<file path="config.mk">
export PLATFORM = sky130hd
export DESIGN_NAME = frame_sequencer
export DESIGN_NICKNAME = d
export VERILOG_FILES = /design/src/rtl/frame_sequencer_pkg.sv /design/src/rtl/frame_watchdog.sv /design/src/rtl/frame_sequencer.sv
export SDC_FILE = /design/constraint.sdc
export NUM_CORES = 1
export LEC_CHECK = 0
export CORE_UTILIZATION = 45
export DETAILED_ROUTE_END_ITERATION = 10
export MAX_ROUTING_LAYER = met4
export PLACE_DENSITY = 0.86
export SLEW_MARGIN = 15
export SYNTH_ARGS = -nofsm -noshare
export SYNTH_HDL_FRONTEND = slang
export SYNTH_HIERARCHICAL = 1
export SYNTH_SLANG_ARGS = --single-unit
</file>
<file path="constraint.sdc">
create_clock -name clock -period 4.7 [get_ports clock]
set_clock_uncertainty 0.05 [all_clocks]
set_input_delay 1.41 -clock clock [delete_from_list [all_inputs] [get_ports clock]]
set_output_delay 1.41 -clock clock [all_outputs]
set_load 0.03 [all_outputs]
</file>
<file path="src/rtl/frame_sequencer_pkg.sv">
// Shared encodings and widths for the per-frame sequencer and its watchdog.
package frame_sequencer_pkg;

    localparam int POS_X_W  = 14;
    localparam int POS_Y_W  = 13;
    localparam int ANGLE_W  = 8;
    localparam int GRID_X_W = 6;
    localparam int GRID_Y_W = 5;
    localparam int WD_W     = 20;

    typedef enum logic [1:0] {
        IDLE   = 2'd0,
        UPD    = 2'd1,
        COMMIT = 2'd2,
        RND    = 2'd3
    } state_t;

endpackage

</file>
<file path="src/rtl/frame_watchdog.sv">
// Load-clear cycle counter with terminal-count compare. The same instance
// guards both wait states: the sequencer clears it on every state change,
// so the count always measures time spent in the current state.
module frame_watchdog
    import frame_sequencer_pkg::*;
#(
    parameter logic [WD_W-1:0] LIMIT = 20'd800000
) (
    input  logic clock,
    input  logic reset,
    input  logic clear,
    input  logic enable,
    output logic expired
);

    // Last count value that still belongs to the allowed window, so the
    // state is held for exactly LIMIT cycles before the abort.
    localparam logic [WD_W-1:0] TERMINAL = LIMIT - WD_W'(1);

    logic [WD_W-1:0] count;

    // Count cycles while enabled; a clear wins so a fresh state starts at 0.
    always_ff @(posedge clock) begin
        if (reset) begin
            count <= '0;
        end else if (clear) begin
            count <= '0;
        end else if (enable) begin
            count <= count + WD_W'(1);
        end
    end

    // Compare happens before the count could ever reach the wrap point.
    always_comb begin
        expired = enable && (count == TERMINAL);
    end

endmodule

</file>
<file path="src/rtl/frame_sequencer.sv">
// Per-frame controller: on each frame tick runs the player updater, commits
// its result into the player state registers, then runs the renderer. Owns
// the single map-grid read port and steers it to whichever client is active.
//
// Handshake: upd_start / rnd_start are one-cycle registered pulses, high in
// the first cycle of UPD / RND. The matching done input (level or pulse) is
// accepted in any later cycle of that state; it is ignored while the start
// pulse is high so a done level left over from the previous frame is never
// mistaken for completion of the new request.
module frame_sequencer
    import frame_sequencer_pkg::*;
#(
    parameter logic [POS_X_W-1:0] INIT_POS_X = 14'd1024,
    parameter logic [POS_Y_W-1:0] INIT_POS_Y = 13'd1024,
    parameter logic [ANGLE_W-1:0] INIT_ANGLE = 8'd0,
    parameter logic [WD_W-1:0]    TIMEOUT    = 20'd800000
) (
    input  logic                clock,
    input  logic                reset,
    input  logic                frame_tick,
    output logic                upd_start,
    input  logic                upd_done,
    input  logic [POS_X_W-1:0]  upd_next_pos_x,
    input  logic [POS_Y_W-1:0]  upd_next_pos_y,
    input  logic [ANGLE_W-1:0]  upd_next_angle,
    output logic                rnd_start,
    input  logic                rnd_done,
    output logic [POS_X_W-1:0]  cur_pos_x,
    output logic [POS_Y_W-1:0]  cur_pos_y,
    output logic [ANGLE_W-1:0]  cur_angle,
    input  logic [GRID_X_W-1:0] upd_grid_x,
    input  logic [GRID_Y_W-1:0] upd_grid_y,
    input  logic [GRID_X_W-1:0] rnd_grid_x,
    input  logic [GRID_Y_W-1:0] rnd_grid_y,
    output logic [GRID_X_W-1:0] grid_x,
    output logic [GRID_Y_W-1:0] grid_y,
    output logic                busy,
    output logic [15:0]         frame_count,
    output logic [7:0]          overrun_count,
    output logic                timeout_err,
    output logic [1:0]          state_dbg
);

    state_t state;
    state_t state_next;

    logic upd_done_seen;
    logic rnd_done_seen;
    logic wd_clear;
    logic wd_enable;
    logic wd_expired;

    logic start_upd;
    logic start_rnd;
    logic commit;
    logic frame_done;
    logic abort;

    assign upd_done_seen = upd_done && !upd_start;
    assign rnd_done_seen = rnd_done && !rnd_start;
    assign wd_enable     = (state == UPD) || (state == RND);
    assign wd_clear      = (state_next != state);

    frame_watchdog #(
        .LIMIT(TIMEOUT)
    ) u_watchdog (
        .clock  (clock),
        .reset  (reset),
        .clear  (wd_clear),
        .enable (wd_enable),
        .expired(wd_expired)
    );

    // Next-state and per-cycle action decode; completion beats timeout.
    always_comb begin
        state_next = state;
        start_upd  = 1'b0;
        start_rnd  = 1'b0;
        commit     = 1'b0;
        frame_done = 1'b0;
        abort      = 1'b0;
        case (state)
            IDLE: begin
                if (frame_tick) begin
                    state_next = UPD;
                    start_upd  = 1'b1;
                end
            end
            UPD: begin
                if (upd_done_seen) begin
                    state_next = COMMIT;
                end else if (wd_expired) begin
                    state_next = RND;
                    start_rnd  = 1'b1;
                    abort      = 1'b1;
                end
            end
            COMMIT: begin
                state_next = RND;
                start_rnd  = 1'b1;
                commit     = 1'b1;
            end
            RND: begin
                if (rnd_done_seen) begin
                    state_next = IDLE;
                    frame_done = 1'b1;
                end else if (wd_expired) begin
                    state_next = IDLE;
                    abort      = 1'b1;
                end
            end
            default: begin
                state_next = IDLE;
            end
        endcase
    end

    // State register plus registered start pulses.
    always_ff @(posedge clock) begin
        if (reset) begin
            state     <= IDLE;
            upd_start <= 1'b0;
            rnd_start <= 1'b0;
        end else begin
            state     <= state_next;
            upd_start <= start_upd;
            rnd_start <= start_rnd;
        end
    end

    // Committed player state: only COMMIT loads it, so it is stable in RND.
    always_ff @(posedge clock) begin
        if (reset) begin
            cur_pos_x <= INIT_POS_X;
            cur_pos_y <= INIT_POS_Y;
            cur_angle <= INIT_ANGLE;
        end else if (commit) begin
            cur_pos_x <= upd_next_pos_x;
            cur_pos_y <= upd_next_pos_y;
            cur_angle <= upd_next_angle;
        end
    end

    // Frame / overrun statistics and the sticky watchdog flag.
    always_ff @(posedge clock) begin
        if (reset) begin
            frame_count   <= '0;
            overrun_count <= '0;
            timeout_err   <= 1'b0;
        end else begin
            if (frame_done) begin
                frame_count <= frame_count + 16'd1;
            end
            if (frame_tick && (state != IDLE) && (overrun_count != 8'hFF)) begin
                overrun_count <= overrun_count + 8'd1;
            end
            if (abort) begin
                timeout_err <= 1'b1;
            end
        end
    end

    // Map-port steering from the registered state: the updater owns it only in UPD.
    always_comb begin
        if (state == UPD) begin
            grid_x = upd_grid_x;
            grid_y = upd_grid_y;
        end else begin
            grid_x = rnd_grid_x;
            grid_y = rnd_grid_y;
        end
    end

    assign busy      = (state != IDLE);
    assign state_dbg = state;

endmodule

</file>
==> flow_metrics.env, run 1 <==
export IMPL_drive_gt1_frac=0.0840
export IMPL_async_flop_share=0
export IMPL_max_freq_mhz=240
export IMPL_synthCells=400
export IMPL_detail_route_antenna_nets=0
export IMPL_finish_utilization=0.663
export IMPL_rsz0062_at_grt="no"
export IMPL_dp_cells=625
export IMPL_drt_wl_total_um=9390
export IMPL_drv_cap=0
export IMPL_diodes=0
export IMPL_ys_seq_elements=84
export IMPL_setup_tns_ns=0
export IMPL_grt_pass1_wl_um=15000
export IMPL_cts_tree="built"
export IMPL_required_ns=3.24
export IMPL_regToRegStartpoint="state_dbg[1]$_SDFF_PP0_"
export IMPL_yosys_top_cells_area="dfxtp_1 (44%), mux2i_1 (9.8%), nor2_1 (7.1%)"
export IMPL_cts_root_buf="clkbuf_8"
export IMPL_syn_avg_cell_area_sq_um=9.47
export IMPL_post_cts_setup_buffers=0
export IMPL_synth_warning_count=6
export IMPL_cp_slowest_cell="clkdlybuf4s50_1"
export IMPL_cts_made_buffers=9
export IMPL_period_needed_ns=4.16
export IMPL_die_y_um=93.7
export IMPL_swShare=0.293
export IMPL_ctsHoldBuffers=0
export IMPL_crit_top_cell="clkdlybuf4s50_1"
export IMPL_synth_nets=469
export IMPL_dieArea_sq_um=8790
export IMPL_die_x_um=93.7
export IMPL_intPower_mw=1.17
export IMPL_core_area_sq_um=8180
export IMPL_synth_area_sq_um=3790
export IMPL_cts_clk_slew_worst_paths_ns=0.09
export IMPL_hold_path_depth=1
export IMPL_tightest_slew_ns=0.785
export IMPL_total_power_mw=1.66
export IMPL_ys_seq_area_frac=0.444
export IMPL_vias=3384
export IMPL_row_count=33
export IMPL_worstPathMaxFanout=1
export IMPL_slew_headroom=0.477
export IMPL_synth_edff_count=0
export IMPL_area_delta_synth_final_pct=43.0
export IMPL_power_switching_uw=485
export IMPL_antenna_found_initial=0
export IMPL_path_cells="clkdlybuf4s50_1, mux2_2, clkdlybuf4s50_1"
export IMPL_via_per_inst=5.28
export IMPL_start_kind="input port"
export IMPL_drc=0
export IMPL_cp_slowest_stage_delay_ns=0.68
export IMPL_nets=600
export IMPL_hold_viol_final=0
export IMPL_mostFrequentLayoutCell="clkdlybuf4s50_1"
export IMPL_initial_core_util=0.463
export IMPL_startpoint="rnd_grid_x[0]"
export IMPL_drt_iter0_drc=131
export IMPL_hold_start="timeout_err$_SDFFE_PP0P_"
export IMPL_synth_top_area_frac=0.444
export IMPL_p_leak_nw=1.91
export IMPL_outcome="complete, no violations"
export IMPL_r2r_cells=13
export IMPL_end_kind="output pin"
export IMPL_hold_path_class="reg2reg"
export IMPL_dp_slack_ns=0.532
export IMPL_powerDensity_nw_per_um2=306
export IMPL_final_cells=641
export IMPL_ctsResizeCount=0
export IMPL_seq_power_share=0.449
export IMPL_mostFrequentLayoutCells="clkdlybuf4s50_1 (136), dfxtp_1 (84), nor2_1 (72)"
export IMPL_setup_ws_ns=0.539
export IMPL_yosys_area_top_type="dfxtp_1"
export IMPL_place_hpwl_um=6880
export IMPL_min_period_over_period=0.885
export IMPL_grt_max_degree=45
export IMPL_path_class="in2out"
export IMPL_cts_buffer_depth=2
export IMPL_port_buffers=137
export IMPL_wl_per_cell_um=14.7
export IMPL_p_clk_frac=0.318
export IMPL_grt_pass1_vias=3318
export IMPL_cts_sinks=84
export IMPL_gp_congestion=0.805
export IMPL_insertion_delay_ns=0.35
export IMPL_max_vdd_ir_drop_uv=193
export IMPL_num_io_pins=138
export IMPL_setup_viol=0
export IMPL_firstDrtPassIters=4
export IMPL_grt_usage=0.223
export IMPL_ys_flop_type="dfxtp_1"
export IMPL_synth_cell_type_count=53
export IMPL_h_tree_depth=3
export IMPL_grt_overflow=0
export IMPL_cp_arrival_ns=2.70
export IMPL_p_comb_frac=0.232
export IMPL_final_max_slew_viol_count=0
## state kept, by name, summed over array words and instances (netlist names)
signal            flops
cur_angle             8
cur_pos_x            14
cur_pos_y            13
frame_count          16
overrun_count         8
rnd_start             1
state_dbg             2
timeout_err           1
u_watchdog/count     20
upd_start             1
## power by group through the flow
| stage | combinational, mW | clock, mW | sequential (mW) |
|---|---|---|---|
| finish | 0.385 | 0.527 | 0.745 |
| detailed placement | 0.384 | 0 | 0.761 |
| global route | 0.409 | 0.574 | 0.748 |
| floorplan | 0.203 | 0 | 0.787 |
| global placement | 0.372 | 0 | 0.760 |
| CTS | 0.387 | 0.537 | 0.745 |
## area by class of cell
| class | instances | area (sq um) |
|---|---|---|
| Fill cell | 630 | 2760 |
| Multi-Input combinational cell | 291 | 1990 |
| Clock inverter | 6 | 71.3 |
| Inverter | 5 | 18.8 |
| Clock buffer | 10 | 138 |
| Sequential cell | 84 | 1680 |
| Tap cell | 105 | 131 |
| Timing Repair Buffer | 140 | 1390 |
## cells in the mapped netlist, types with 3 or more instances
library cell and n:
dfxtp_1 84, nand3b_1 3, nand2b_1 4, and3_1 4, xnor2_1 6, mux2_1 3
o21ai_0 12, nand2_1 15, nor3_1 3, a31oi_1 3, nor2_1 72, a211o_1 3
nor2b_1 7, mux2_2 12, or3_1 11, a21oi_1 14, clkbuf_1 8, ha_1 7
inv_1 5, buf_2 6, nand4_1 11, mux2i_1 37, xor2_1 16, nand3_1 11
and4_1 8
## metrics by stage
step,instance area [sq um],hold slack [ns]
final,5420,0.448
after global placement,5210,0.418
after detailed placement,5210,0.430
after CTS,5420,0.450
after global routing,5420,0.481
after floorplan,3790,0.408
## worst max-delay path: cells and delay by family
family	cells	cell delay, ns
muxes	1	0.16
buffers and inverters	2	1.13
## metal layers
metal  track usage  vias up  wire (um)
li1              -     1670          -
met1         0.243     1595       3790
met2         0.384      112       4810
met3        0.0744        7        718
met4        0.0667        0         73
met5             -        -          0
## cells by family (layout without fill, tap and decap cells)
kind of cell               count (synthesis)  in the layout  share of synthesized area
DFF                                       84             84                      0.444
xor gates and xnor gates                  22             22                     0.0509
AOI/OAI and AO/OA                         45             45                     0.0750
adders and majority gates                  7              7                     0.0231
buffers and inverters                     25            161                     0.0320
muxes                                     52             52                      0.142
and+or+nand+nor                          165            165                      0.233
## worst paths after layout
kind              slack [ns]                           endpoint
hold / removal          0.45           timeout_err$_SDFFE_PP0P_
hold reg to reg         0.45           timeout_err$_SDFFE_PP0P_
setup reg to reg        0.83  u_watchdog/count[12]$_SDFFE_PP0P_
setup / recovery        0.54                          grid_x[0]
No activity file was read; power rests on OpenSTA's default activity.
==> inputs of run 2 (changes only) <==
--- a/config.mk
+++ b/config.mk
@@ -6,6 +6,7 @@
 export NUM_CORES = 1
 export LEC_CHECK = 0
 export CORE_UTILIZATION = 45
+export CTS_CLUSTER_DIAMETER = 150
 export DETAILED_ROUTE_END_ITERATION = 10
 export MAX_ROUTING_LAYER = met4
 export PLACE_DENSITY = 0.86
==> results of run 2 <==
No change in the layout: final DEF, timing and power equal those of run 1.
